$ cat src/rtl/up_counter.sv
// Free-running Size-bit binary up-counter that wraps to zero after its maximum value.
// An asynchronous active-low reset clears it, and at_max flags the last value of each period.
module up_counter #(
   parameter int Size = 5
) (
   input  logic            clock,
   input  logic            reset,
   output logic [Size-1:0] count,
   output logic            at_max
);

   localparam logic [Size-1:0] MaxValue = '1;

   logic [Size-1:0] cnt;

   // The clear is asynchronous, so count drops to 0 mid-cycle without waiting for a clock edge.
   always_ff @(posedge clock or negedge reset) begin
      if (!reset) begin
         cnt <= '0;
      end else begin
         cnt <= cnt + Size'(1);
      end
   end

   assign count  = cnt;
   assign at_max = (cnt == MaxValue);

endmodule

$ cat config.mk
export PLATFORM = sky130hd
export DESIGN_NAME = up_counter
export DESIGN_NICKNAME = d
export VERILOG_FILES = /design/src/rtl/up_counter.sv
export SDC_FILE = /design/constraint.sdc
export NUM_CORES = 1
export LEC_CHECK = 0
export CORE_AREA = 3 3 40 42
export CTS_CLUSTER_SIZE = 30
export DETAILED_ROUTE_END_ITERATION = 8
export DIE_AREA = 0 0 43 45
export GPL_ROUTABILITY_DRIVEN = 0
export GPL_TIMING_DRIVEN = 0
export PLACE_DENSITY = 0.32
export RECOVER_POWER = 50
export SLEW_MARGIN = 5
export SYNTH_ARGS = -nofsm -noshare
export SYNTH_HDL_FRONTEND = slang
export SYNTH_SLANG_ARGS = --single-unit
$ cat constraint.sdc
create_clock -name clock -period 2.3 [get_ports clock]
set_clock_uncertainty 0.2 [all_clocks]
set_input_delay 0.345 -clock clock [delete_from_list [all_inputs] [get_ports clock]]
set_output_delay 0.345 -clock clock [all_outputs]
set_load 0.03 [all_outputs]
==> results of run 1 <==
metrics by stage:
step                      setup WS (ns)  total power (uW)  util, %  instance area [sq um]
after floorplan                   0.510              89.6        -                    184
after global placement            0.145              92.9     21.2                    273
after detailed placement          0.133              92.9     21.2                    273
after CTS                         0.109               197     23.2                    298
after global routing             0.0433               205     23.2                    298
final                             0.140               191     23.2                    298
how the worst max path moves through the flow:
stage	endpoint	cells after the start	startpoint	slack (ns)
floorplan	at_max	3	count[0]	0.51
global placement	at_max	4	count[0]	0.15
detailed placement	at_max	4	count[0]	0.13
CTS	at_max	4	count[0]	0.11
global route	at_max	4	count[0]	0.04
finish	at_max	4	count[0]	0.14
synth_stat cells, drive strengths merged:
cell,number,share of area (%)
ha,2,14
dfrtp,5,68
xor2,1,4.8
inv,1,2.0
xnor2,1,4.8
nand3,1,2.7
and3,1,4.1
final cells by class:
type / instances / area (sq um) / area share [%]
sequential: 5 / 125 / 42.0
timing repair buffer: 7 / 68.8 / 23.1
multi-input combinational: 6 / 55.1 / 18.5
clock buffer: 4 / 26.3 / 8.82
tap: 15 / 18.8 / 6.30
inverter: 1 / 3.75 / 1.26
power breakdown:
part / leakage (uW) / internal, uW / switching, uW
sequential: 0.0000606 / 88.3 / 0
combinational: 0.0000725 / 1.17 / 1.65
clock: 0.0000150 / 65.5 / 34.2
total: 0.000148 / 155 / 35.8
cell families (layout without fill, tap and decap cells):
group | Yosys count | after routing
buf+inv | 1 | 12
fa+ha+maj | 2 | 2
flops | 5 | 5
simple gates | 2 | 2
xor+xnor | 2 | 2
routing by layer:
metal  GRT usage, %  vias to the layer above  routed length [microns]
met1           5.17                       52                      172
met3           5.98                        0                       53
met5              0                        -                        0
met4           1.81                        0                        0
li1               -                       62                        -
met2           5.09                       10                      100
worst reg2reg max path: stages (launching register included):
cell     delay, ns
dfrtp_1       0.41
ha_1          0.24
and3_2        0.22
ha_1          0.26
timing repair:
item | in CTS | in global routing
setup buffers | 0 | 0
gates resized for setup | 1 | 0
endpoints found under the setup margin | 1 | 0
==> metrics.txt, run 1 <==
antenna violations before repair=0; commonest non-fill, non-tap cells in the layout=5 x dfrtp_1, 5 x clkdlybuf4s50_1, 3 x clkbuf_4; top achievable clock speed=0.463 GHz; CTS buffer count=3; synthesized instance count=12; buffering stage count on the worst path with inverters included=1; end of the worst register-to-register path=count[4]; number of cells in the design after placement=34; Core Area=1280 sq um; Hold Slack=0.200 ns; Seq/Total Area, Yosys=68.0%; average cell area after synthesis=15.3 sq um; Nets=28; launching point of the worst reg2reg path=count[0]; Post-Synthesis Cell Area=184 sq um; final number of hold-violating endpoints=0; # rows=13; max reg flops=5; area delta synth->final=61.9%; Power Density=641 nW/um^2; multiplexer fraction of the synthesized cell area=0%; buffer depth of the longest clock path=2; relative max-transition margin=79.2%; TritonRoute pass-1 iters=1; CTS tree=done; antenna-violating nets left=0; cell repeated most along the worst path=ha_1; DR vias=124; setup violation total in the final timing report=0; setup repair after global routing missed its margin=false; maximum fanout encountered on the critical timing path=4; worst vdd ir=0.000419 V; compound-gate portion of the synthesized area=0%; worst endpoint data arrival time=1.62 ns; gr ovfl total=0; vias in the first global route=139; clock transition at the registers of the reported paths=0.04 ns; total number of yosys warnings=0; I/O Pins=8; all-layer global routing usage=4.70%; category of the worst setup path launch point=register; starting density of the core=14.3%; number of cells in the finished layout apart from fillers=38; Die Height=45 microns; final setup TNS=0 ns; number of violations reported at the end of detailed-routing iteration 0=0; hold bufs inserted after CTS=0; pin count of the biggest net entering global routing=6; critical-path cell list=ha_1 -> and3_2 -> ha_1 -> dlygate4sd2_1; critical path data required time=1.75 ns; share of layout cells above drive strength 1=17.4%; die width=43 microns; post-synthesis net count=16; min cycle time layout=2.16 ns; dominant combinational cell family by area after synthesis=adder cells; Simple-Gate Fraction of Synth Area=6.80%; critical-path cell with the highest stage delay=dfrtp_1; kind of capture point of the worst setup path=primary output; clock tree root buffer cell=clkbuf_4; CTS HTree Levels=1; total wire length after detailed routing=326 microns; reg2reg setup slack=0.86 ns; number of antenna repair diodes=0; DRC violations left=0; number of I/O port buffers=7; first-pass GRT wire length=572 microns; Filler Cell Count=138; vias per cell=3.26; Final period util=93.9%; worst setup path category=reg2out; leakage dissipation=0.000148 uW; mean routed wirelength per cell=8.58 microns; depth of the worst register-to-register path=3; max cap viols=0; full die area=1940 sq um; Netlist cell types=7; later-pin clock latency in the skew report=0.24 ns; max-slew violations=0; delay of the slowest cell on the worst path=0.41 ns; run status=finished clean; adder-cell share of the synthesized area=13.6%; class of the tightest hold or removal check=in2async; parity-gate share of the synthesized area counting xor and xnor cells=9.52%; flops & latches, synth=5; dominant delay contributor by cell family on the critical path=adder cells; CTS sink count=5; Tightest Pin Transition=0.312 ns
Note: power is estimated with default switching activity, not from simulation.
==> run 2, diff against run 1 <==
Settings changed: SETUP_SLACK_MARGIN set to 0.05.
==> run 2 against run 1 <==
Net effect: cell area grew 0.42%; global-route usage is the same; critical path depth is the same; utilization grew 0.097 points; non-clock buffer count is the same; register-to-register slack is essentially flat; die area is the same; sequential share of layout area shrank 0.18 points; final cell count is the same.
==> metrics.txt, run 2 (synthesized netlist as in run 1, its figures left out) <==
run status=finished clean; mean routed wirelength per cell=8.58 microns; Tightest Pin Transition=0.312 ns; Filler Cell Count=137; worst endpoint data arrival time=1.60 ns; maximum fanout encountered on the critical timing path=4; area delta synth->final=62.6%; buffer depth of the longest clock path=2; pin count of the biggest net entering global routing=6; Power Density=638 nW/um^2; commonest non-fill, non-tap cells in the layout=5 x dfrtp_1, 5 x clkdlybuf4s50_1, 3 x clkbuf_4; top achievable clock speed=0.465 GHz; pre-CTS setup slack=0.133 ns; full die area=1940 sq um; total wire length after detailed routing=326 microns; setup violation total in the final timing report=0; starting density of the core=14.3%; all-layer global routing usage=4.70%; CTS buffer count=3; class of the tightest hold or removal check=in2async; # rows=13; category of the worst setup path launch point=register; critical path data required time=1.75 ns; Final period util=93.4%; relative contribution of sequential cells to total power=46.3%; relative max-transition margin=79.2%; first-pass GRT wire length=572 microns; Core Area=1280 sq um; kind of capture point of the worst setup path=primary output; post-route worst setup slack=0.151 ns; share of layout cells above drive strength 1=17.4%; worst setup path category=reg2out; depth of the worst register-to-register path=3; clock tree root buffer cell=clkbuf_4; area occupied by registers=125 sq um; setup repair after global routing missed its margin=false; reg2reg setup slack=0.86 ns; gr ovfl total=0; die width=43 microns; number of antenna repair diodes=0; worst vdd ir=0.000419 V; number of I/O port buffers=7; final core utilization=23.3%; buffers inserted by post-CTS timing repair=0; max-slew violations=0; launching point of the worst reg2reg path=count[0]; later-pin clock latency in the skew report=0.24 ns; vias per cell=3.26; Die Height=45 microns; end of the worst register-to-register path=count[4]; DRC violations left=0; clock transition at the registers of the reported paths=0.04 ns; hold bufs inserted after CTS=0; CTS HTree Levels=1; I/O Pins=8; DR vias=124; internal power contribution=155 uW; number of violations reported at the end of detailed-routing iteration 0=0; CTS sink count=5; leakage dissipation=0.000144 uW; antenna violations before repair=0; area occupied by multi-input gates=55.1 sq um; TritonRoute pass-1 iters=1; final number of hold-violating endpoints=0; vias in the first global route=139; max reg flops=5; max cap viols=0; portion of total power attributed to combinational logic=1.5%; antenna-violating nets left=0; final setup TNS=0 ns; sw power=35.8 uW; min cycle time layout=2.15 ns; CTS tree=done; Nets=28; Switching Share=18.8%; clock share of power=52.2%
-- run 2: cell count changes in the layout (fill, tap and decap cells not counted) --
cell,change
dlygate4sd2_1,-1
clkdlybuf4s15_1,+1
-- run 2: what timing repair did --
action / CTS / global route
resized for setup: 1 / 1
endpoints found under the setup margin: 1 / 1
pin swaps: 0 / 0
-- run 2: worst max-delay path, stage by stage, from the launching register on --
cell             delay, ns
dfrtp_1               0.41
ha_1                  0.24
and3_2                0.22
ha_1                  0.17
clkdlybuf4s15_1       0.33
-- run 2: layer usage --
layer | vias up | global-route usage, % | wire length [microns]
li1 | 62 | - | -
met1 | 52 | 5.17 | 173
met2 | 10 | 5.09 | 100
met3 | 0 | 5.98 | 52
met4 | 0 | 1.81 | 0
met5 | - | 0 | 0
-- run 2: layout make-up --
class | count | share of cell area (%)
Tap cell | 15 | 6.28
Sequential cell | 5 | 41.8
Multi-Input combinational cell | 6 | 18.4
Clock buffer | 4 | 8.79
Inverter | 1 | 1.26
Timing Repair Buffer | 7 | 23.4
-- run 2: worst max path at each step --
stage | startpoint | end | slack [ns] | cells past startpoint
after global placement | count[0] | at_max | 0.15 | 4
after CTS | count[0] | at_max | 0.11 | 4
after detailed placement | count[0] | at_max | 0.13 | 4
after floorplan | count[0] | at_max | 0.51 | 3
final | count[0] | at_max | 0.15 | 4
after global routing | count[0] | at_max | 0.05 | 4
-- run 2: power by group through the flow --
stage / Combinational [uW] / Clock [uW] / Sequential [uW]
after floorplan: 0.0000411 / 0 / 89.6
after global placement: 3.34 / 0 / 89.6
after detailed placement: 3.34 / 0 / 89.6
after CTS: 3.38 / 106 / 88.3
after global routing: 3.32 / 113 / 88.1
final: 2.83 / 99.7 / 88.3
-- run 2: through the flow --
| stage | hold WS (ns) | cell area (sq um) | total power [uW] | std cells |
|---|---|---|---|---|
| floorplan | -0.151 | 184 | 89.6 | 12 |
| global placement | 0.277 | 273 | 92.9 | 34 |
| detailed placement | 0.290 | 273 | 92.9 | 34 |
| CTS | 0.132 | 298 | 197 | 38 |
| global route | 0.209 | 299 | 205 | 38 |
| finish | 0.200 | 299 | 191 | 38 |
==> edit, RTL diff (settings of run 2) <==
The parameter `Size` goes from 5 to 4.
--- a/src/rtl/up_counter.sv
+++ b/src/rtl/up_counter.sv
@@ -2,5 +2,5 @@
 // An asynchronous active-low reset clears it, and at_max flags the last value of each period.
 module up_counter #(
-   parameter int Size = 5
+   parameter int Size = 4
 ) (
    input  logic            clock,
Interface: changed (resized count); port bits go from 8 to 7. The function was not compared with the original's and may differ.
==> edit against run 2 <==
  * Clock power shrank 12%
  * Critical path depth shrank 3
  * Area after synthesis decreased by 18%
  * Count of clock-buffer cells in the layout decreased by 1
  * Cell area fell by 16%
  * Worst setup slack improved by 0.28 ns
  * Sequential cell count decreased by 1
  * Routed wire length shrank 3.7%
  * Combinational power shrank 9.9%
  * Non-clock buffer count fell by 1
  * Register-to-register slack better by 0.31 ns
  * Sequential share of layout area is 1.8 points lower
  * Power shrank 16%
==> edit: results (changes against run 2) <==
dr_wl_met3_um: 69  # +33%
path_delay_family: "buffers and inverters"
slowest_stage: "clkdlybuf4s50_1"
sw_frac_of_total_pct: 19.0  # +0.23 points
synth.avg_cell_area_um2: 15.1  # -1.2%
synth-xor-area-share_pct: 11.6  # +2.0 points
powerClk_mw: 0.0876  # -12%
critPathArrivalTime_ns: 1.32  # -0.28 ns
hold_ws_ns: 0.188  # -0.0120 ns
switching_power_mw: 0.0306  # -15%
dp_cells: 31  # -8.8%
layoutNonFillerInstCount: 34  # -11%
grt_use_met3_pct: 7.57  # +1.6 points
status: "complete, no violations"
r2r_slack_ns: 1.17  # +0.31 ns
largest_reg_flops: 4  # -1
nFillCells: 141  # +2.9%
critical_path.max_stage_delay_ns: 0.69  # +0.28 ns
synth_area_leaders: "dfrtp_1, ha_1, nand3_2"
vias_per_cell: 3.06  # -6.3%
p_comb_mw: 0.00255  # -9.9%
leakage_nw: 0.141  # -2.3%
grt_pass1_vias: 128  # -7.9%
grt_use_total_pct: 4.76  # +0.060 points
synth_seq_area_share_pct: 66.1  # -1.9 points
slew_headroom_pct: 79.0  # -0.13 points
syn_nets: 13  # -3
worst_r2r_path_depth: 2  # -1
gr-usage-met2_pct: 4.49  # -0.60 points
synth_top_family_by_area: "simple AND/OR/NAND/NOR gates"
vdd_ir_drop_max_uv: 284  # -32%
drive_above_1_share_pct: 21.1  # +3.7 points
detailed_place.area_um2: 230  # -16%
drt-met1-wl_um: 155  # -10%
wl_met2_um: 89  # -11%
grt_max_degree: 5  # -1
r2r_end: "count[2]$_DFF_PN0_"
## edit: cell count changes in the layout (fill, tap and decap cells not counted), sizes merged
cell	before	now
clkdlybuf4s50	5	4
ha	2	1
dfrtp	5	4
clkdlybuf4s15	1	0
clkbuf	4	3
dlymetal6s2s	0	1
## edit: final cells by class
cell class | instances | area (um2) | area share (%)
well taps | 15 | 18.8 | 7.50
inverters | 1 | 3.75 | 1.50
multi-input cells | 5 | 42.5 | 17.0
clock buffers | 3 | 22.5 | 9.00
repair buffers | 6 | 62.6 | 25.0
flip-flops and latches | 4 | 100 | 40.0
## edit: how the worst max path moves through the flow
stage,cells after the start,startpoint,end,slack [ns]
finish,1,count[2]$_DFF_PN0_,count[2],0.43
global route,1,count[2]$_DFF_PN0_,count[2],0.37
CTS,3,count[0]$_DFF_PN0_,at_max,0.06
detailed placement,3,count[0]$_DFF_PN0_,at_max,0.31
global placement,3,count[0]$_DFF_PN0_,at_max,0.31
floorplan,2,count[0]$_DFF_PN0_,at_max,0.72
